### src/rtl/memwb.sv
// Memory/writeback stage: non-memory results write back in the accept cycle (0 latency); loads/stores
// hold the stage in BUS until ack/err (>= 2 cycles); o_ready is low for the whole bus transaction.
module memwb #(
    parameter int RW    = 16,
    parameter int REGNO = 8
) (
    input  logic             i_clk,
    input  logic             i_rst_n,
    input  logic             i_submit,
    output logic             o_ready,
    input  logic [RW-1:0]    i_data,
    input  logic [RW-1:0]    i_addr,
    input  logic [REGNO-1:0] i_reg_ie,
    input  logic             i_mem_access,
    input  logic             i_mem_we,
    input  logic             i_mem_width,
    output logic [REGNO-1:0] o_reg_ie,
    output logic [RW-1:0]    o_reg_data,
    output logic             o_mem_req,
    output logic             o_mem_we,
    output logic [RW-1:0]    o_mem_addr,
    output logic [RW-1:0]    o_mem_data,
    output logic [1:0]       o_mem_sel,
    input  logic             i_mem_ack,
    input  logic [RW-1:0]    i_mem_data,
    input  logic             i_mem_err,
    output logic             o_mem_exception
);

    typedef enum logic {IDLE, BUS} state_t;

    state_t           state;
    logic [REGNO-1:0] lat_reg_ie;
    logic             lat_byte;
    logic             lat_a0;

    logic accept;
    logic bus_done_ok;

    assign o_ready     = (state == IDLE);
    assign accept      = i_submit && o_ready;
    assign bus_done_ok = (state == BUS) && o_mem_req && i_mem_ack && !i_mem_err;

    always_comb begin
        o_reg_ie   = '0;
        o_reg_data = '0;
        if (accept && !i_mem_access) begin
            o_reg_ie   = i_reg_ie;
            o_reg_data = i_data;
        end else if (bus_done_ok) begin
            // Stores latched a zero mask, so they never write the register file here.
            o_reg_ie = lat_reg_ie;
            if (!lat_byte)
                o_reg_data = i_mem_data;
            else if (lat_a0)
                o_reg_data = {{(RW-8){1'b0}}, i_mem_data[15:8]};
            else
                o_reg_data = {{(RW-8){1'b0}}, i_mem_data[7:0]};
        end
    end

    always_ff @(posedge i_clk or negedge i_rst_n) begin
        if (!i_rst_n) begin
            state           <= IDLE;
            o_mem_req       <= 1'b0;
            o_mem_we        <= 1'b0;
            o_mem_addr      <= '0;
            o_mem_data      <= '0;
            o_mem_sel       <= 2'b00;
            o_mem_exception <= 1'b0;
            lat_reg_ie      <= '0;
            lat_byte        <= 1'b0;
            lat_a0          <= 1'b0;
        end else begin
            o_mem_exception <= 1'b0;
            case (state)
                IDLE: begin
                    if (accept && i_mem_access) begin
                        state      <= BUS;
                        o_mem_req  <= 1'b1;
                        o_mem_we   <= i_mem_we;
                        lat_reg_ie <= i_mem_we ? '0 : i_reg_ie;
                        lat_byte   <= i_mem_width;
                        lat_a0     <= i_addr[0];
                        if (i_mem_width) begin
                            o_mem_addr <= {1'b0, i_addr[RW-1:1]};
                            o_mem_sel  <= i_addr[0] ? 2'b10 : 2'b01;
                            o_mem_data <= {(RW/8){i_data[7:0]}};
                        end else begin
                            o_mem_addr <= i_addr;
                            o_mem_sel  <= 2'b11;
                            o_mem_data <= i_data;
                        end
                    end
                end
                BUS: begin
                    if (o_mem_req && (i_mem_err || i_mem_ack)) begin
                        state     <= IDLE;
                        o_mem_req <= 1'b0;
                        o_mem_we  <= 1'b0;
                        // A fault wins over a simultaneous ack.
                        if (i_mem_err)
                            o_mem_exception <= 1'b1;
                    end
                end
                default: state <= IDLE;
            endcase
        end
    end

endmodule

### config.mk
export PLATFORM = sky130hd
export DESIGN_NAME = memwb
export DESIGN_NICKNAME = d
export VERILOG_FILES = /design/src/rtl/memwb.sv
export SDC_FILE = /design/constraint.sdc
export NUM_CORES = 1
export LEC_CHECK = 0
export CAP_MARGIN = 20
export CORE_AREA = 2 2 81 83
export CTS_BUF_LIST = sky130_fd_sc_hd__clkbuf_16
export CTS_CLUSTER_DIAMETER = 150
export DETAILED_ROUTE_END_ITERATION = 12
export DIE_AREA = 0 0 83 85
export GPL_TIMING_DRIVEN = 0
export PLACE_DENSITY = 0.78
export SLEW_MARGIN = 20
export SYNTH_ARGS = -nofsm -noshare
export SYNTH_HDL_FRONTEND = slang
export SYNTH_SLANG_ARGS = --single-unit
### constraint.sdc
create_clock -name i_clk -period 1.8 [get_ports i_clk]
set_input_delay 0.18 -clock i_clk [delete_from_list [all_inputs] [get_ports i_clk]]
set_output_delay 0.18 -clock i_clk [all_outputs]
set_load 0.03 [all_outputs]
# ---- Word level (Yosys, flattened, before mapping)
# Cells that the tools add are included.
dict set report word_totals {
  regBits 48
  input_bits 64
  out_inout_bits 62
  elab_cells 47
}
dict set report classes {
  eq_ne 2
  n_mux 22
  bitwise 1
  reduce_logical 12
}
# operator n
set ops {}
lappend ops {{two-way mux 16 bit} 5}
lappend ops {{two-way mux 8 bit} 4}
lappend ops {{two-way mux 1 bit} 8}
lappend ops {{logical AND 1 bit} 7}
lappend ops {{case mux 1 bit (2 select lines)} 3}
lappend ops {{two-way mux 2 bit} 2}
lappend ops {{!= test 2 x 1 -> 1 bit (second input constant)} 2}
lappend ops {{AND reduction 2 bit} 2}
lappend ops {{logical NOT 1 bit} 2}
lappend ops {{logical OR 1 bit} 1}
lappend ops {{inverter 1 bit} 1}

# ---- Logic depth before layout (Yosys ltp)
dict set report depth {
  word_depth 5
  mapped_depth 5
  mapped_depth_nobuf 3
}

# ---- Worst setup path after synthesis
# OpenSTA, ideal clock, no wires.
dict set report synth_path {
  kind {flip-flop to output port}
  from {reg o_mem_req}
  to {out o_reg_data[0]}
  arrival_time_ps 1652
  required_time_ps 1620
  slack_ps -32
  path_stages_with_launch 3
  path_buffers 0
  path_cell_list {dfrtp_1 -> nand4b_1 -> o21ai_0}
}
dict set report synth_between {
  elab_chain_len 5
}
# element line
set synth_lines {}
lappend synth_lines {{from (decl)} 19} ;# output logic o_mem_req,
lappend synth_lines {{from (signal assigned)} 65} ;# o_mem_req <= 1'b0;
lappend synth_lines {{from (signal assigned)} 80} ;# o_mem_req <= 1'b1;
lappend synth_lines {{from (signal assigned)} 99} ;# o_mem_req <= 1'b0;
lappend synth_lines {{logical AND 1 bit (3 in a row)} 42} ;# assign bus_done_ok = (state == BUS) && o_mem_req && i_mem_ack && !i_mem_err;
lappend synth_lines {{two-way mux 16 bit} 50} ;# end else if (bus_done_ok) begin
lappend synth_lines {{two-way mux 16 bit} 47} ;# if (accept && !i_mem_access) begin
lappend synth_lines {{to (decl)} 18} ;# output logic [RW-1:0] o_reg_data,
# Every way passes these cells.

# ---- Worst setup path in the final report
dict set report layout_path {
  from {reg state}
  to {out o_reg_data[5]}
}
dict set report layout_between {
  elab_chain_len 5
  word_cells_on_any_way 8
  classes_between {mux: 2; bitwise: 1; reduce/logical: 5}
}
# element line
set layout_lines {}
lappend layout_lines {{from (decl)} 32} ;# state_t state;
lappend layout_lines {{from (signal assigned)} 64} ;# state <= IDLE;
lappend layout_lines {{from (signal assigned)} 79} ;# state <= BUS;
lappend layout_lines {{from (signal assigned)} 98} ;# state <= IDLE;
lappend layout_lines {{logical AND 1 bit (3 in a row)} 42}
lappend layout_lines {{two-way mux 16 bit} 50}
lappend layout_lines {{two-way mux 16 bit (*)} 47}
# Every way passes the cells marked *; elsewhere a longest branch is shown, timed or not.

==> qor.txt <==
Hold Slack -> 0.306 ns
Largest net degree at the start of global routing -> 26
Die width -> 83 µm
Port bufs -> 124
Cts bufs inserted -> 5
Final slew viol count -> 0
Die footprint -> 0.00706 mm²
Cells after Synth -> 231
Fmax -> 0.564 GHz
Row count -> 29
Final Util -> 66.2%
Placer Congestion -> 0.796
Drt wl/cell -> 16.3 µm
Htree depth -> 2
Yosys warning total -> 0
CTS Root Cell -> clkbuf_16
Starting Density -> 39.1%
Post-synthesis async set-or-reset flop share -> 100%
Critical path arrival -> 1.59 ns
Detailed Routing Iterations Pass 1 -> 4
Clock buffer depth -> 2
Hold Violations, Final -> 0
Number of synthesized register bits -> 48
Post-Route Setup TNS -> 0 ns
Leak Pwr -> 1.92 nW
Cells after DPL -> 433
Overall power -> 6.16 mW
Detail Route Antenna Nets -> 0
Min Tclk post-route -> 1.77 ns
Top cell type's share of synthesized area -> 49.6%
Ant. Diodes -> 0
Final setup fails -> 0
Placeable Area -> 0.00620 mm²
Synth top area cells -> dfrtp_1 50%, mux2i_1 13%, o21ai_0 8.3%
Net count after synthesis -> 295
Non-Filler Instances -> 454
Drt drc -> 0
Run status -> finished, final reports clean
Pwr Density -> 1500 mW/mm²
Synth Area per Inst -> 10.5 µm²
Register area share after synthesis -> 49.6%
Clk sinks -> 48
Via-to-Cell Ratio -> 5.09
Overflow after GRT -> 0
Unique cell type count in the Yosys netlist -> 24
GRT Total Usage -> 20.3%
Post-route design area -> 0.00411 mm²
Top post-synthesis cells by count -> 48 x dfrtp_1, 46 x nand2_1, 40 x o21ai_0
I/O Pins -> 126
DR iter-0 viols -> 126
Hold Path Class -> in -> reg
CTS tree -> built
Max Cap Viol -> 0
Initial antenna violation count -> 0
CP Capture Type -> primary output
Slew HR -> 58.3%
Tcrit/Tclk final -> 98.5%
Clock transition at path regs -> 0.06 ns
Chip height -> 85 µm
Detailed placer's ending HPWL -> 5290 µm
Startpoint types -> flip-flop
Detailed-route via count -> 2,311
Most numerous cell in the Yosys netlist -> dfrtp_1
Post-synth top area cell -> dfrtp_1
Synthesis-to-finish area growth -> 69.4%
Worst EP required -> 1.62 ns
Post-Syn Area -> 0.00242 mm²
Share of cells above drive strength 1 -> 23.9%
Peak supply drop -> 0.884 mV
Worst-skew pair later-pin latency -> 0.28 ns
Worst-Margin Slew -> 0.626 ns
Setup WS pre-CTS -> -0.866 ns
RSZ-0062 raised after global routing -> true
Vias in the first global route -> 2,299
First-pass GRT wire length -> 11,500 µm
CP Max Fanout -> 6
Final-stage net count -> 440
Crit Path Category -> reg -> out
Routed WL -> 7390 µm
Post-Route Skew -> 0.00294 ns
Placed Area -> 0.00378 mm²
Number of synthesized flops with an enable pin -> 0
Final worst slack -> 0.0265 ns
Prevailing post-synth register cell -> dfrtp_1
==> cell type report <==
cell class / count / area [µm²]
plain buffers: 14 / 105
clock buffers: 5 / 125
clock inverters: 3 / 42.5
fillers: 507 / 2100
inverters: 2 / 7.51
multi-input cells: 167 / 1190
flip-flops and latches: 48 / 1200
well taps: 77 / 96.3
repair buffers: 138 / 1340
==> sequential cells by signal, summed over array words and instances, names as in the netlist <==
register / flops
lat_byte: 1
o_mem_data: 16
lat_a0: 1
o_mem_sel: 2
o_mem_exception: 1
o_mem_addr: 16
state: 1
o_mem_req: 1
o_mem_we: 1
lat_reg_ie: 8
==> repair_timing <==
action / CTS / global route
gates cloned: 0 / 1
gates resized for setup: 153 / 44
pin swaps: 4 / 5
hold endpoints to repair: 24 / 0
setup endpoints to repair: 24 / 17
hold buffers: 1 / 0
buffers inserted: 9 / 2
==> worst max-delay path: stages, from the launching register on <==
cell and delay [ns]:
dfrtp_2 0.46, nor3b_4 0.24, buf_6 0.15, buf_8 0.13
nand2_2 0.07, o21ai_2 0.07, buf_4 0.19
==> cells by family after synthesis <==
family,count (synthesis),synth area share (%)
compound gates,63,15.6
buf+inv,16,3.82
flops,48,49.6
mux,41,18.7
simple gates,63,12.3
==> report_power, final <==
| part | switching [mW] | internal, mW | total, mW |
|---|---|---|---|
| combinational | 1.78 | 1.44 | 3.22 |
| sequential | 0.311 | 1.58 | 1.89 |
| clock | 0.393 | 0.652 | 1.05 |
| total | 2.48 | 3.68 | 6.16 |
==> placed cells by master (no fill, tap or decap), types with 2 or more instances in the layout <==
cell | Yosys | routed
mux2_2 | 2 | 2
a21oi_1 | 2 | 2
nor3b_4 | 0 | 2
o21ai_1 | 3 | 4
a22o_1 | 16 | 16
nand2b_1 | 9 | 9
dfrtp_1 | 48 | 47
mux2_4 | 8 | 8
o21ai_0 | 40 | 32
mux2i_1 | 31 | 31
nand2_2 | 0 | 9
clkbuf_4 | 0 | 4
buf_6 | 2 | 6
nand2_1 | 46 | 37
clkbuf_16 | 0 | 6
clkdlybuf4s50_1 | 0 | 98
inv_1 | 2 | 2
clkbuf_2 | 2 | 2
buf_2 | 9 | 8
buf_4 | 1 | 28
buf_8 | 0 | 2
o21ai_2 | 0 | 7
==> metal layers <==
metal | share of wire, % | up-vias | GRT usage, %
met5 | 0 | - | 0
met1 | 44 | 1104 | 27.3
met3 | 5.8 | 8 | 5.35
met4 | 1.1 | 0 | 4.47
met2 | 49 | 88 | 33.4
li1 | - | 1111 | -
==> final timing paths <==
kind                                start              to  slack (ns)  cells past startpoint
min in group asynchronous         i_rst_n  o_mem_addr[11]        0.45                      2
setup reg to reg                    state   o_mem_data[4]        0.28                      5
hold / removal                i_mem_width  o_mem_addr[15]        0.31                      3
max in group asynchronous         i_rst_n           state        0.80                      3
hold reg to reg            o_mem_data[10]  o_mem_data[10]        0.48                      2
setup / recovery                    state   o_reg_data[5]        0.03                      6
No activity file was read; power rests on OpenSTA's default activity.
